**config.mk**
```make
export PLATFORM = sky130hd
export DESIGN_NAME = sysu_bcd_updown_counter
export DESIGN_NICKNAME = d
export VERILOG_FILES = /design/src/rtl/sysu_74ip_pkg.sv /design/src/rtl/sysu_bcd_digit.sv /design/src/rtl/sysu_bcd_updown_counter.sv
export SDC_FILE = /design/constraint.sdc
export NUM_CORES = 1
export LEC_CHECK = 0
export CORE_ASPECT_RATIO = 0.9
export CORE_MARGIN = 2
export CORE_UTILIZATION = 48
export DETAILED_ROUTE_END_ITERATION = 12
export PLACE_DENSITY = 0.89
export SETUP_SLACK_MARGIN = 0.05
export SYNTH_ARGS = -nofsm -noshare
export SYNTH_HDL_FRONTEND = slang
export SYNTH_SLANG_ARGS = --single-unit
export TNS_END_PERCENT = 20
```
**constraint.sdc**
```tcl
create_clock -name clk -period 3.29 [get_ports clk]
set_input_delay 0.987 -clock clk [delete_from_list [all_inputs] [get_ports clk]]
set_output_delay 0.987 -clock clk [all_outputs]
set_load 0.1 [all_outputs]
```
**src/rtl/sysu_74ip_pkg.sv**
```systemverilog
// rtl/sysu_74ip_pkg.sv - shared constants for the sysu 74-series IP set
package sysu_74ip_pkg;

    localparam int          DIGIT_W = 4;
    localparam logic [3:0]  BCD_MAX = 4'd9;
    localparam logic [3:0]  BCD_MIN = 4'd0;

endpackage

```
**src/rtl/sysu_bcd_digit.sv**
```systemverilog
// rtl/sysu_bcd_digit.sv - one BCD decade with load, step and terminal detect
module sysu_bcd_digit
    import sysu_74ip_pkg::*;
(
    input  logic               clk,
    input  logic               rst_n,
    input  logic               load,
    input  logic               step,
    input  logic               down,
    input  logic [DIGIT_W-1:0] d,
    output logic [DIGIT_W-1:0] q,
    output logic               is_term
);

    // Decade register: load wins over step; invalid codes recover to the wrap value
    always_ff @(posedge clk or negedge rst_n) begin
        if (!rst_n) begin
            q <= BCD_MIN;
        end else if (load) begin
            q <= d;
        end else if (step) begin
            if (down) begin
                q <= (q == BCD_MIN || q > BCD_MAX) ? BCD_MAX : q - 4'd1;
            end else begin
                q <= (q >= BCD_MAX) ? BCD_MIN : q + 4'd1;
            end
        end
    end

    // Terminal value for the current direction; invalid codes never match
    assign is_term = down ? (q == BCD_MIN) : (q == BCD_MAX);

endmodule

```
**src/rtl/sysu_bcd_updown_counter.sv**
```systemverilog
// rtl/sysu_bcd_updown_counter.sv - multi-decade synchronous BCD up/down counter
module sysu_bcd_updown_counter
    import sysu_74ip_pkg::*;
#(
    parameter int DIGITS = 2
)(
    input  logic                        clk,
    input  logic                        rst_n,
    input  logic                        en_n,
    input  logic                        load_n,
    input  logic                        down,
    input  logic [DIGIT_W*DIGITS-1:0]   d,
    output logic [DIGIT_W*DIGITS-1:0]   q,
    output logic                        max_min,
    output logic                        rco_n
);

    logic              count;
    logic [DIGITS-1:0] term;
    logic [DIGITS-1:0] step;

    assign count = ~en_n & load_n;

    genvar i;
    generate
        for (i = 0; i < DIGITS; i++) begin : g_digit
            // A decade steps only when every lower decade sits at its terminal value
            if (i == 0) begin : g_first
                assign step[i] = count;
            end else begin : g_next
                assign step[i] = step[i-1] & term[i-1];
            end

            sysu_bcd_digit u_digit (
                .clk     (clk),
                .rst_n   (rst_n),
                .load    (~load_n),
                .step    (step[i]),
                .down    (down),
                .d       (d[DIGIT_W*i +: DIGIT_W]),
                .q       (q[DIGIT_W*i +: DIGIT_W]),
                .is_term (term[i])
            );
        end
    endgenerate

    // Terminal count across all decades; ripple output qualified by enable and no load
    assign max_min = &term;
    assign rco_n   = ~(max_min & ~en_n & load_n);

endmodule

```
==> Yosys cells after proc, flatten, opt, wreduce, memory -nomap -nowiden <==
Cells that the tools add are included.
{ "classes": {"div_mod_pow": 0, "shift": 0, "order_cmp": 4, "bitwise": 6, "mul": 0, "n_addsub": 4, "n_eq_ne": 4, "mux": 12, "reduce_logical": 5} }
{ "op_table": {"columns": ["cell", "n"], "rows": [
  ["two-way mux 4 bit", 10],
  ["adder 4 x 1 -> 4 bit, second input constant", 2],
  ["== test 4 bit, second input constant", 2],
  ["greater-or-equal comparator 4 bit, second input constant", 2],
  ["> comparator 4 bit, second input constant", 2],
  ["zero test 4 bit", 2],
  ["subtractor 4 x 1 -> 4 bit, second input constant", 2],
  ["AND 1 bit", 4],
  ["inequality test 2 x 1 -> 1 bit, second input constant", 2],
  ["logical OR 1 bit", 2],
  ["two-way mux 1 bit", 2],
  ["NOT 1 bit", 2],
  ["AND reduction 2 bit", 1]
]} }
{ "totals": {"latch_bits": 0, "input_bits": 13, "mem_bits_ro": 0, "out_inout_bits": 10, "ff_bits": 8, "ram_bits": 0, "memories": 0} }

==> Longest topological paths before layout <==
{ "depth": {"depth_word": 6, "ltp_mapped": 6, "mapped_depth_nobuf": 6} }

==> Modules after synthesis <==
A second synthesis with hierarchy kept.
{ "unflattened": {"cells_unflattened": 117, "area_unflattened_um2": 920.9} }
{ "by_module_without_submodules": {"columns": ["module", "cells_each", "area_each_um2", "seq_area_each_um2", "instances"], "rows": [
  ["sysu_bcd_digit (g_digit[0].u_digit)", 58, 450.4, 100.1, 1],
  ["sysu_bcd_digit (g_digit[1].u_digit)", 54, 434.2, 100.1, 1],
  ["sysu_bcd_updown_counter", 5, 36.3, 0.0, 1]
]} }

==> Worst setup path before layout <==
OpenSTA, ideal clock, no wires.
{ "synth_path": {"path_kind": "reg-to-output", "startpoint": "register g_digit[0].u_digit.q[0]", "endpoint": "output max_min", "arrival_ns": 3.763, "path_buffers": 0, "path_stages_with_launch": 5, "required_time_ns": 2.303, "setup_slack_ns": -1.460, "cell_sequence": "dfrtp_1 ha_1 nand3b_1 a21o_1 nor3_1"} }
{ "synth_between": {"elab_chain_cells": 3, "word_cells_on_any_way": 4, "classes_between": "1 x eq/ne; 1 x mux; 2 x reduce/logical"} }
{ "synth_lines": {"columns": ["element", "line_no", "text"], "rows": [
  ["from (decl)", "sysu_bcd_digit.sv:11", "output logic [DIGIT_W-1:0] q,"],
  ["from (signal assigned)", "sysu_bcd_digit.sv:23", "q <= (q == BCD_MIN || q > BCD_MAX) ? BCD_MAX : q - 4'd1;"],
  ["from (signal assigned)", "sysu_bcd_digit.sv:25", "q <= (q >= BCD_MAX) ? BCD_MIN : q + 4'd1;"],
  ["== test 4 bit or zero test 4 bit (tied branches)", "sysu_bcd_digit.sv:31", "assign is_term = down ? (q == BCD_MIN) : (q == BCD_MAX);"],
  ["two-way mux 1 bit *", "sysu_bcd_digit.sv:31", null],
  ["AND reduction 2 bit *", "sysu_bcd_updown_counter.sv:48", "assign max_min = &term;"],
  ["to (decl)", "sysu_bcd_updown_counter.sv:14", "output logic max_min,"]
]} }
Mark *: on every way between the ends. The rest lies on a longest branch, timed or not.

==> Final worst setup path <==
{ "layout_path": {"startpoint": "input en_n", "endpoint": "output rco_n"} }
{ "layout_between": {"elab_chain_cells": 4} }
{ "layout_lines": {"columns": ["element", "line_no", "text"], "rows": [
  ["from (decl)", "sysu_bcd_updown_counter.sv:9", "input logic en_n,"],
  ["NOT 1 bit", "sysu_bcd_updown_counter.sv:49", "assign rco_n = ~(max_min & ~en_n & load_n);"],
  ["AND 1 bit (2 in a row)", "sysu_bcd_updown_counter.sv:49", null],
  ["NOT 1 bit", "sysu_bcd_updown_counter.sv:49", null],
  ["to (decl)", "sysu_bcd_updown_counter.sv:15", "output logic rco_n"]
]} }
No other way between the ends.

==> results.sh <==
export IMPL_area_growth_syn_to_layout_pct=37.4
export IMPL_layout_nets=165
export IMPL_rsz0062_at_grt="no"
export IMPL_worstSetupPathType="in -> out"
export IMPL_maxCapViolations=0
export IMPL_finClkSkew_ps=2.09
export IMPL_hold_viol=0
export IMPL_place_gp_congestion=0.878
export IMPL_crit_fanout=2
export IMPL_drt_iter0_drc=51
export IMPL_r2r_end="g_digit[1].u_digit.q[0]$_DFFE_PN0P_"
export IMPL_regArea_sq_um=205
export IMPL_r2r_start="g_digit[0].u_digit.q[1]$_DFFE_PN0P_"
export IMPL_min_path_type="reg -> reg"
export IMPL_via_count=1042
export IMPL_ys_warn_count=0
export IMPL_synth_edff_count=0
export IMPL_core_sq_um=1730
export IMPL_dp_slack_ps=-316
export IMPL_fillers=135
export IMPL_powerDensity_nw_per_um2=372
export IMPL_finalCritPeriodShare=0.975
export IMPL_largest_reg_flops=8
export IMPL_utilization=0.723
export IMPL_worst_slack_ps=82.6
export IMPL_die_height_um=45.4
export IMPL_drc=0
export IMPL_grt_pass1_wl_um=4060
export IMPL_num_antenna_cells=0
export IMPL_largestRegisters="g_digit.u_digit.q: 8 flops"
export IMPL_seq_area_frac_synth=0.219
export IMPL_grt_pass1_vias=898
export IMPL_cts_tree="yes"
export IMPL_p_seq_frac=0.302
export IMPL_io_pins=23
export IMPL_design_area_sq_um=1250
export IMPL_clk_insertion_delay_late_ps=250
export IMPL_ctsLongestPathBuffers=2
export IMPL_outcome="finished clean"
export IMPL_grt_ovfl_total=0
export IMPL_viasPerCell=6.20
export IMPL_peakVddDrop_v=0.000381
export IMPL_clockRootBuffer="clkbuf_4"
export IMPL_internal_power_uw=239
export IMPL_required_ps=2300
export IMPL_antenna_found_initial=0
export IMPL_switching_share=0.487
export IMPL_min_from="g_digit[1].u_digit.q[1]$_DFFE_PN0P_"
export IMPL_multi_input_area_sq_um=649
export IMPL_wl_per_cell_um=15.4
export IMPL_place_inst=164
export IMPL_synthArstFlopShare=1.00
export IMPL_die_area_sq_um=2270
export IMPL_cts_sink_count=8
export IMPL_fin_setup_tns_ps=0
export IMPL_cts_htree_levels=1
export IMPL_synth_cell_types=41
export IMPL_routed_wl_um=2580
export IMPL_syn_inst=116
export IMPL_crit_path_start_kind="primary input"
export IMPL_numCtsBuffers=3
export IMPL_power_switching_uw=227
export IMPL_grt_usage=0.241
export IMPL_min_path_cells=2
export IMPL_post_dp_cell_area_sq_um=1220
export IMPL_syn_avg_cell_area_sq_um=7.86
export IMPL_min_period_ps=3210
export IMPL_rrSetupSlack_ps=1280
export IMPL_whs_ps=611
export IMPL_syn_num_nets=135
export IMPL_power_leakage_nw=0.513
export IMPL_synth_ff_type="dfrtp_1"
export IMPL_rows=14
export IMPL_totalPowerFinal_uw=466
export IMPL_drtAntennaViolNets=0
export IMPL_maxSlewHeadroom=0.718
export IMPL_first_pass_iters=5
export IMPL_place_hpwl_um=1940
export IMPL_arrival_ps=2220
export IMPL_drive_gt1_frac=0.278
export IMPL_grt_start_max_net_pins=20
export IMPL_reg2reg_depth=7
export IMPL_die_x_um=50.0
export IMPL_start_util=0.526
export IMPL_tightestPinTransition_ps=423
export IMPL_io_buffers=22
export IMPL_max_freq_ghz=0.312
export IMPL_fin_cells=168
export IMPL_power_share_clock=0.157
export IMPL_path_clk_slew_ps=50
export IMPL_drv_slew=0
export IMPL_synth_cell_area_sq_um=912
export IMPL_holdPathEnd="g_digit[1].u_digit.q[1]$_DFFE_PN0P_"
export IMPL_ys_ff_latch=8
export IMPL_cp_end_kind="primary output"
export IMPL_p_comb_frac=0.540
export IMPL_regMostFlops="g_digit.u_digit.q"
export IMPL_finalSetupViolations=0
export IMPL_cts_hold_buf=0
==> power by group through the flow <==
stage / combinational (mW) / sequential, mW / clock, mW
after floorplan: 0.108 / 0.208 / 0
after global placement: 0.236 / 0.140 / 0
after detailed placement: 0.244 / 0.142 / 0
after CTS: 0.245 / 0.140 / 0.0777
after global routing: 0.267 / 0.144 / 0.0812
final: 0.252 / 0.141 / 0.0734
==> placed cells by master, fill, tap and decap left out, types with 2 or more instances in the layout <==
cell | synthesis | layout
buf_4 | 0 | 19
inv_1 | 13 | 13
clkdlybuf4s50_1 | 0 | 11
nor2_1 | 7 | 7
a21oi_1 | 7 | 7
nand2_1 | 6 | 6
a31oi_1 | 6 | 6
o21ai_0 | 6 | 6
ha_1 | 6 | 5
nor2b_1 | 4 | 4
dfrtp_2 | 0 | 4
dfrtp_1 | 8 | 4
nand2b_1 | 3 | 3
o31ai_1 | 3 | 3
clkbuf_4 | 0 | 3
nand3b_1 | 2 | 2
a21o_1 | 2 | 2
or3b_1 | 2 | 2
a311oi_1 | 2 | 2
a211o_1 | 2 | 2
or3b_2 | 2 | 2
o211ai_1 | 2 | 2
a211oi_2 | 2 | 2
o22ai_1 | 2 | 2
nand3_1 | 2 | 2
o221ai_1 | 2 | 2
buf_12 | 0 | 2
==> layer usage <==
metal	vias up	track usage	routed length, um
li1	498	-	-
met5	-	0	0
met4	0	0.122	70
met1	469	0.320	1050
met3	12	0.0397	234
met2	63	0.384	1220
==> Yosys cell counts, types with 3 or more instances <==
cell,number,share of area
a31oi_1,6,0.041
ha_1,6,0.082
nor2_1,7,0.029
nand2b_1,3,0.021
dfrtp_1,8,0.22
o31ai_1,3,0.025
clkbuf_1,4,0.016
inv_1,13,0.054
o21ai_0,6,0.033
nor2b_1,4,0.027
buf_2,3,0.016
nand2_1,6,0.025
a21oi_1,7,0.038
==> what timing repair did <==
item | in CTS | in global routing
pin swaps | 1 | 1
buffers inserted | 1 | 0
endpoints found under the setup margin | 2 | 2
resized for setup | 4 | 2
==> how the worst max path moves through the flow <==
stage	from	to	slack, ps	cells after the start
after CTS	down	rco_n	80	5
after floorplan	down	max_min	30	4
after global placement	down	rco_n	-250	5
after detailed placement	down	rco_n	-320	5
after global routing	down	rco_n	50	5
final	en_n	rco_n	80	5
==> layout make-up <==
cell class | instances | share of cell area
flip-flops and latches | 8 | 0.164
clock buffers | 3 | 0.0180
repair buffers | 33 | 0.238
well taps | 24 | 0.0240
multi-input cells | 87 | 0.518
inverters | 13 | 0.0389
==> cell families (layout without fill, tap and decap cells) <==
kind of cell | after synthesis | after routing | share of synthesized area
compound gates | 46 | 46 | 0.380
fa+ha+maj | 6 | 6 | 0.0823
buf+inv | 21 | 49 | 0.0988
flops | 8 | 8 | 0.219
simple gates | 35 | 35 | 0.219
==> worst max-delay path, cell delays in order <==
cell and delay [ps]:
clkdlybuf4s50_1 420, inv_1 80, nand2_1 110, or4_4 440
buf_12 180
No activity file was read; power rests on OpenSTA's default activity.
==> RTL change 1, RTL diff (same settings) <==
Set the parameter `DIGITS` to 4 (it was 2).
--- a/src/rtl/sysu_bcd_updown_counter.sv
+++ b/src/rtl/sysu_bcd_updown_counter.sv
@@ -2,7 +2,7 @@
 module sysu_bcd_updown_counter
     import sysu_74ip_pkg::*;
 #(
-    parameter int DIGITS = 2
+    parameter int DIGITS = 4
 )(
     input  logic                        clk,
     input  logic                        rst_n,
Ports: changed (resized d and q); port bits go from 23 to 39. No check against the original RTL was run, so the function may have changed too.
==> RTL change 1 against the original RTL <==
The flow now finishes with violations (setup timing); total power is 89% higher; area after synthesis increased by 91%; largest cell class unchanged; worst setup slack got worse by 0.23 ns; routed wire length grew 86%; clock power rose by 120%; combinational power increased by 82%; final area up 86%; sequential share of layout area increased by 1.5 points; sequential cell count up 8.
==> RTL change 1: results (changes against the original RTL) <==
[timing] endpoints failing setup 2 [+2]
[timing] smallest hold slack 0.613 ns [+0.00169 ns]
[worst_setup_path] logic depth of the worst register-to-register path 8 [+1]
[yosys] synthesized netlist cell count 231 [+99%]
[placement] worst slack, placed -0.651 ns [-0.335 ns]
[detailed_routing] number of design-rule violations left by the first detailed-router iteration 285 [+460%]
[grt] GRT Overall Usage 0.246 [+0.00571]
[placement] Detail Placement HPWL 3.54 mm [+82%]
[detailed_routing] wire length reported by the detailed router 4.79 mm [+86%]
[worst_setup_path] Largest delay share family, worst path simple AND/OR/NAND/NOR gates
[outcome] failing checks setup timing
[layout] non-filler instance count after layout 319 [+90%]
[worst_setup_path] reg2reg end g_digit[3].u_digit.q[0]
[worst_setup_path] delay of the slowest cell on the worst path 0.54 ns [+0.10 ns]
[outcome] result of the run finished with violations
[timing] final worst setup slack -0.146 ns [-0.228 ns]
[worst_setup_path] CP max FO 8 [+6]
[worst_setup_path] start point of the critical path down
[yosys] post-synthesis sequential area ratio 0.230 [+0.0106]
[detailed_routing] first-pass iteration count of the detailed router 4 [-1]
[layout] Final #Nets 309 [+87%]
[clock_network] buffer type at the clock tree root sky130_fd_sc_hd__clkbuf_8
[placement] total of buffers placed on input and output ports 38 [+73%]
[power] internal power 0.000463 W [+94%]
[detailed_routing] vias per inst 6.05 [-2.5%]
[clock_network] post-CTS resize count 8 [+4]
[placement] gpl congestion 0.915 [+4.2%]
[placement] cell area after placement 0.00228 sq mm [+88%]
[worst_setup_path] endpoint arrival time on the critical path 2.45 ns [+0.23 ns]
[grt] number of global-route vias before repair 1763 [+96%]
[layout] fraction of layout instances using a drive strength above 1 0.233 [-0.0451]
[clock_network] clock slew at the register clock pins of the worst setup and hold paths 0.07 ns [+0.02 ns]
[grt] pin count of the biggest net entering global routing 29 [+45%]
[yosys] biggest area contributors in the synthesized netlist sky130_fd_sc_hd__dfrtp_1 23%, sky130_fd_sc_hd__ha_1 8.6%, sky130_fd_sc_hd__a21oi_1 6.3%, sky130_fd_sc_hd__nor2_1 5.4%, sky130_fd_sc_hd__nand2_1 4.1%
[worst_setup_path] source of the worst register-to-register timing path g_digit[0].u_digit.q[0]
[timing] setup skew after layout 0.00250 ns [+0.000413 ns]
[clock_network] number of buffers inserted by post-CTS setup repair 0 [-1]
[grt] first-pass GRT wire length 7.89 mm [+94%]
[worst_setup_path] register-to-register path setup slack 0.86 ns [-0.42 ns]
[timing] worst slew margin relative to its limit 0.459 [-0.259]
[yosys] distinct cell type count after synthesis 55 [+34%]
[layout] Top Registers g_digit.u_digit.q x16
[power] peak supply drop 0.000241 V [-37%]
[yosys] most common library cells after synthesis 25 x sky130_fd_sc_hd__nor2_1, 22 x sky130_fd_sc_hd__a21oi_1, 19 x sky130_fd_sc_hd__nand2_1, 16 x sky130_fd_sc_hd__dfrtp_1, 14 x sky130_fd_sc_hd__inv_1
[timing] final-layout setup total negative slack -0.226 ns [-0.226 ns]
==> RTL change 1: power by group through the flow <==
stage / registers (W) / logic [W] / clock network [W]
final: 0.000263 / 0.000459 / 0.000160
after CTS: 0.000262 / 0.000457 / 0.000161
after global placement: 0.000264 / 0.000444 / 0
after detailed placement: 0.000266 / 0.000454 / 0
after global routing: 0.000269 / 0.000493 / 0.000171
after floorplan: 0.000404 / 0.000191 / 0
==> RTL change 1: how the worst min path moves through the flow <==
stage | from | endpoint | cells after the start
floorplan | rst_n | g_digit[0].u_digit.q[0] | 0
global placement | g_digit[0].u_digit.q[1] | g_digit[0].u_digit.q[1] | 2
detailed placement | g_digit[0].u_digit.q[1] | g_digit[0].u_digit.q[1] | 2
CTS | g_digit[0].u_digit.q[1] | g_digit[0].u_digit.q[1] | 2
global route | g_digit[0].u_digit.q[1] | g_digit[0].u_digit.q[1] | 2
finish | g_digit[0].u_digit.q[1] | g_digit[0].u_digit.q[1] | 2
==> RTL change 1: layout make-up <==
cell class | instances | area [sq um]
Clock buffer | 4 | 45.0
Fill cell | 289 | 1090
Inverter | 15 | 58.8
Multi-Input combinational cell | 183 | 1250
Sequential cell | 16 | 418
Tap cell | 44 | 55.1
Timing Repair Buffer | 57 | 512
==> RTL change 1: kinds of logic (layout without fill, tap and decap cells) <==
logic type,after synthesis,after routing,synth area share
buf+inv,32,76,0.0769
flops,16,16,0.230
xor+xnor,1,1,0.00503
compound gates,80,80,0.313
mux,4,4,0.0244
fa+ha+maj,12,12,0.0863
simple gates,86,86,0.265
==> RTL change 1: layer usage <==
layer	vias to the layer above	routed length (microns)	global-route usage	part of all wire
li1	948	-	-	-
met1	908	2130	0.328	0.44
met2	67	2380	0.426	0.50
met3	6	248	0.0274	0.052
met4	0	40	0.0700	0.0084
met5	-	0	0	0
==> RTL change 2, RTL diff (same settings) <==
Made on the original files. Make the reset (`rst_n`) synchronous in one clocked block.
--- a/src/rtl/sysu_bcd_digit.sv
+++ b/src/rtl/sysu_bcd_digit.sv
@@ -13,7 +13,7 @@
 );
 
     // Decade register: load wins over step; invalid codes recover to the wrap value
-    always_ff @(posedge clk or negedge rst_n) begin
+    always_ff @(posedge clk) begin
         if (!rst_n) begin
             q <= BCD_MIN;
         end else if (load) begin
Formal check against the unedited RTL: differs if rst_n is asserted again (counterexample within 4 cycles, from zero or initial values and one cycle with rst_n low); with rst_n held inactive, the same outputs for 10 cycles.
==> RTL change 2 against the original RTL <==
Final cell count grew 2.4%; worst setup slack gained 0.048 ns; largest cell class unchanged; sequential share of layout area shrank 2.9 points; critical path type unchanged; area after synthesis shrank 3.4%; register-to-register slack lost 0.03 ns; critical path depth is the same; synthesized cell count grew 3.4%; total power shrank 11%; non-clock buffer count shrank 1; sequential cell count is the same; final area shrank 2.2%; count of clock-buffer cells in the layout is the same; routed wire length shrank 2.4%.
==> RTL change 2: results (changes against the original RTL) <==
[clock_network] number of buffers inserted by post-CTS setup repair 0 [-1]
[power] switching component of the power 0.000188 W [-17%]
[grt] grt met3 use 0.0541 [+0.0143]
[detailed_routing] first-pass iteration count of the detailed router 4 [-1]
[detailed_routing] number of design-rule violations left by the first detailed-router iteration 44 [-14%]
[placement] Placed Instances 169 [+3.0%]
[worst_setup_path] endpoint arrival time on the critical path 2.17 ns [-0.05 ns]
[placement] worst slack, placed -0.220 ns [+0.0960 ns]
[layout] num sequential 8 [unchanged]
[yosys] most common library cells after synthesis 10 x sky130_fd_sc_hd__inv_1, 10 x sky130_fd_sc_hd__nor2_1, 10 x sky130_fd_sc_hd__o21ai_0, 9 x sky130_fd_sc_hd__a21oi_1, 9 x sky130_fd_sc_hd__nand2_1
[timing] setup skew after layout 0.00666 ns [+0.00458 ns]
[detailed_routing] Metal-1 WL 1.06 mm [+0.38%]
[yosys] fraction of registers with async set/reset 0 [-1.00]
[layout] Fillers 143 [+5.9%]
[yosys] distinct cell type count after synthesis 42 [+2.4%]
[power] power drawn by the sequential cells 0.000123 W [-13%]
[layout] fraction of layout instances using a drive strength above 1 0.264 [-0.0143]
[detailed_routing] wire length reported by the detailed router 2.52 mm [-2.4%]
[yosys] biggest area contributors in the synthesized netlist sky130_fd_sc_hd__dfxtp_1 18%, sky130_fd_sc_hd__ha_1 8.5%, sky130_fd_sc_hd__o21ai_0 5.7%, sky130_fd_sc_hd__a21oi_1 5.1%, sky130_fd_sc_hd__inv_1 4.3%
[yosys] most frequently used flop master after synthesis sky130_fd_sc_hd__dfxtp_1
[layout] Storage cell area 165 sq um [-20%]
[power] peak supply drop 0.000440 V [+15%]
[die] Die Wd 49.2 microns [-1.6%]
[layout] layout buffering overhead excluding clock cells 0.238 [about the same]
[layout] nonclk buf count 32 [-3.0%]
[outcome] result of the run finished, final reports clean
[grt] pin count of the biggest net entering global routing 14 [-30%]
[clock_network] post-CTS resize count 9 [+5]
[grt] GRT Overall Usage 0.250 [+0.00922]
[grt] number of global-route vias before repair 931 [+3.7%]
[yosys] synthesized netlist net count 139 [+3.0%]
[worst_setup_path] CP max FO 3 [+1]
[worst_setup_path] delay of the slowest cell on the worst path 0.52 ns [+0.08 ns]
[detailed_routing] wire length on met2 1.22 mm [-0.41%]
[power] Power Density 338 mW/mm^2 [-9.1%]
[power] P_leak 0.508 nW [-1.1%]
[worst_setup_path] Largest delay share family, worst path simple AND/OR/NAND/NOR gates
[layout] number of non-clock inverters 10 [-3]
[RTL change 2: final timing paths]
| check | startpoint | endpoint | slack [ns] | cells after the start |
|---|---|---|---|---|
| min reg2reg | g_digit[1].u_digit.q[1] | g_digit[1].u_digit.q[1] | 0.52 | 2 |
| max | down | rco_n | 0.13 | 5 |
| min | g_digit[1].u_digit.q[1] | g_digit[1].u_digit.q[1] | 0.52 | 2 |
| max reg2reg | g_digit[1].u_digit.q[0] | g_digit[1].u_digit.q[3] | 1.25 | 6 |
[RTL change 2: cells by family (layout without fill, tap and decap cells)]
logic type / count (synthesis) / count (layout) / synth area share
fa+ha+maj: 6 / 6 / 0.0852
mux: 2 / 2 / 0.0227
simple gates: 47 / 47 / 0.318
buf+inv: 17 / 45 / 0.0781
flops: 8 / 8 / 0.182
compound gates: 39 / 39 / 0.304
xor+xnor: 1 / 1 / 0.00994
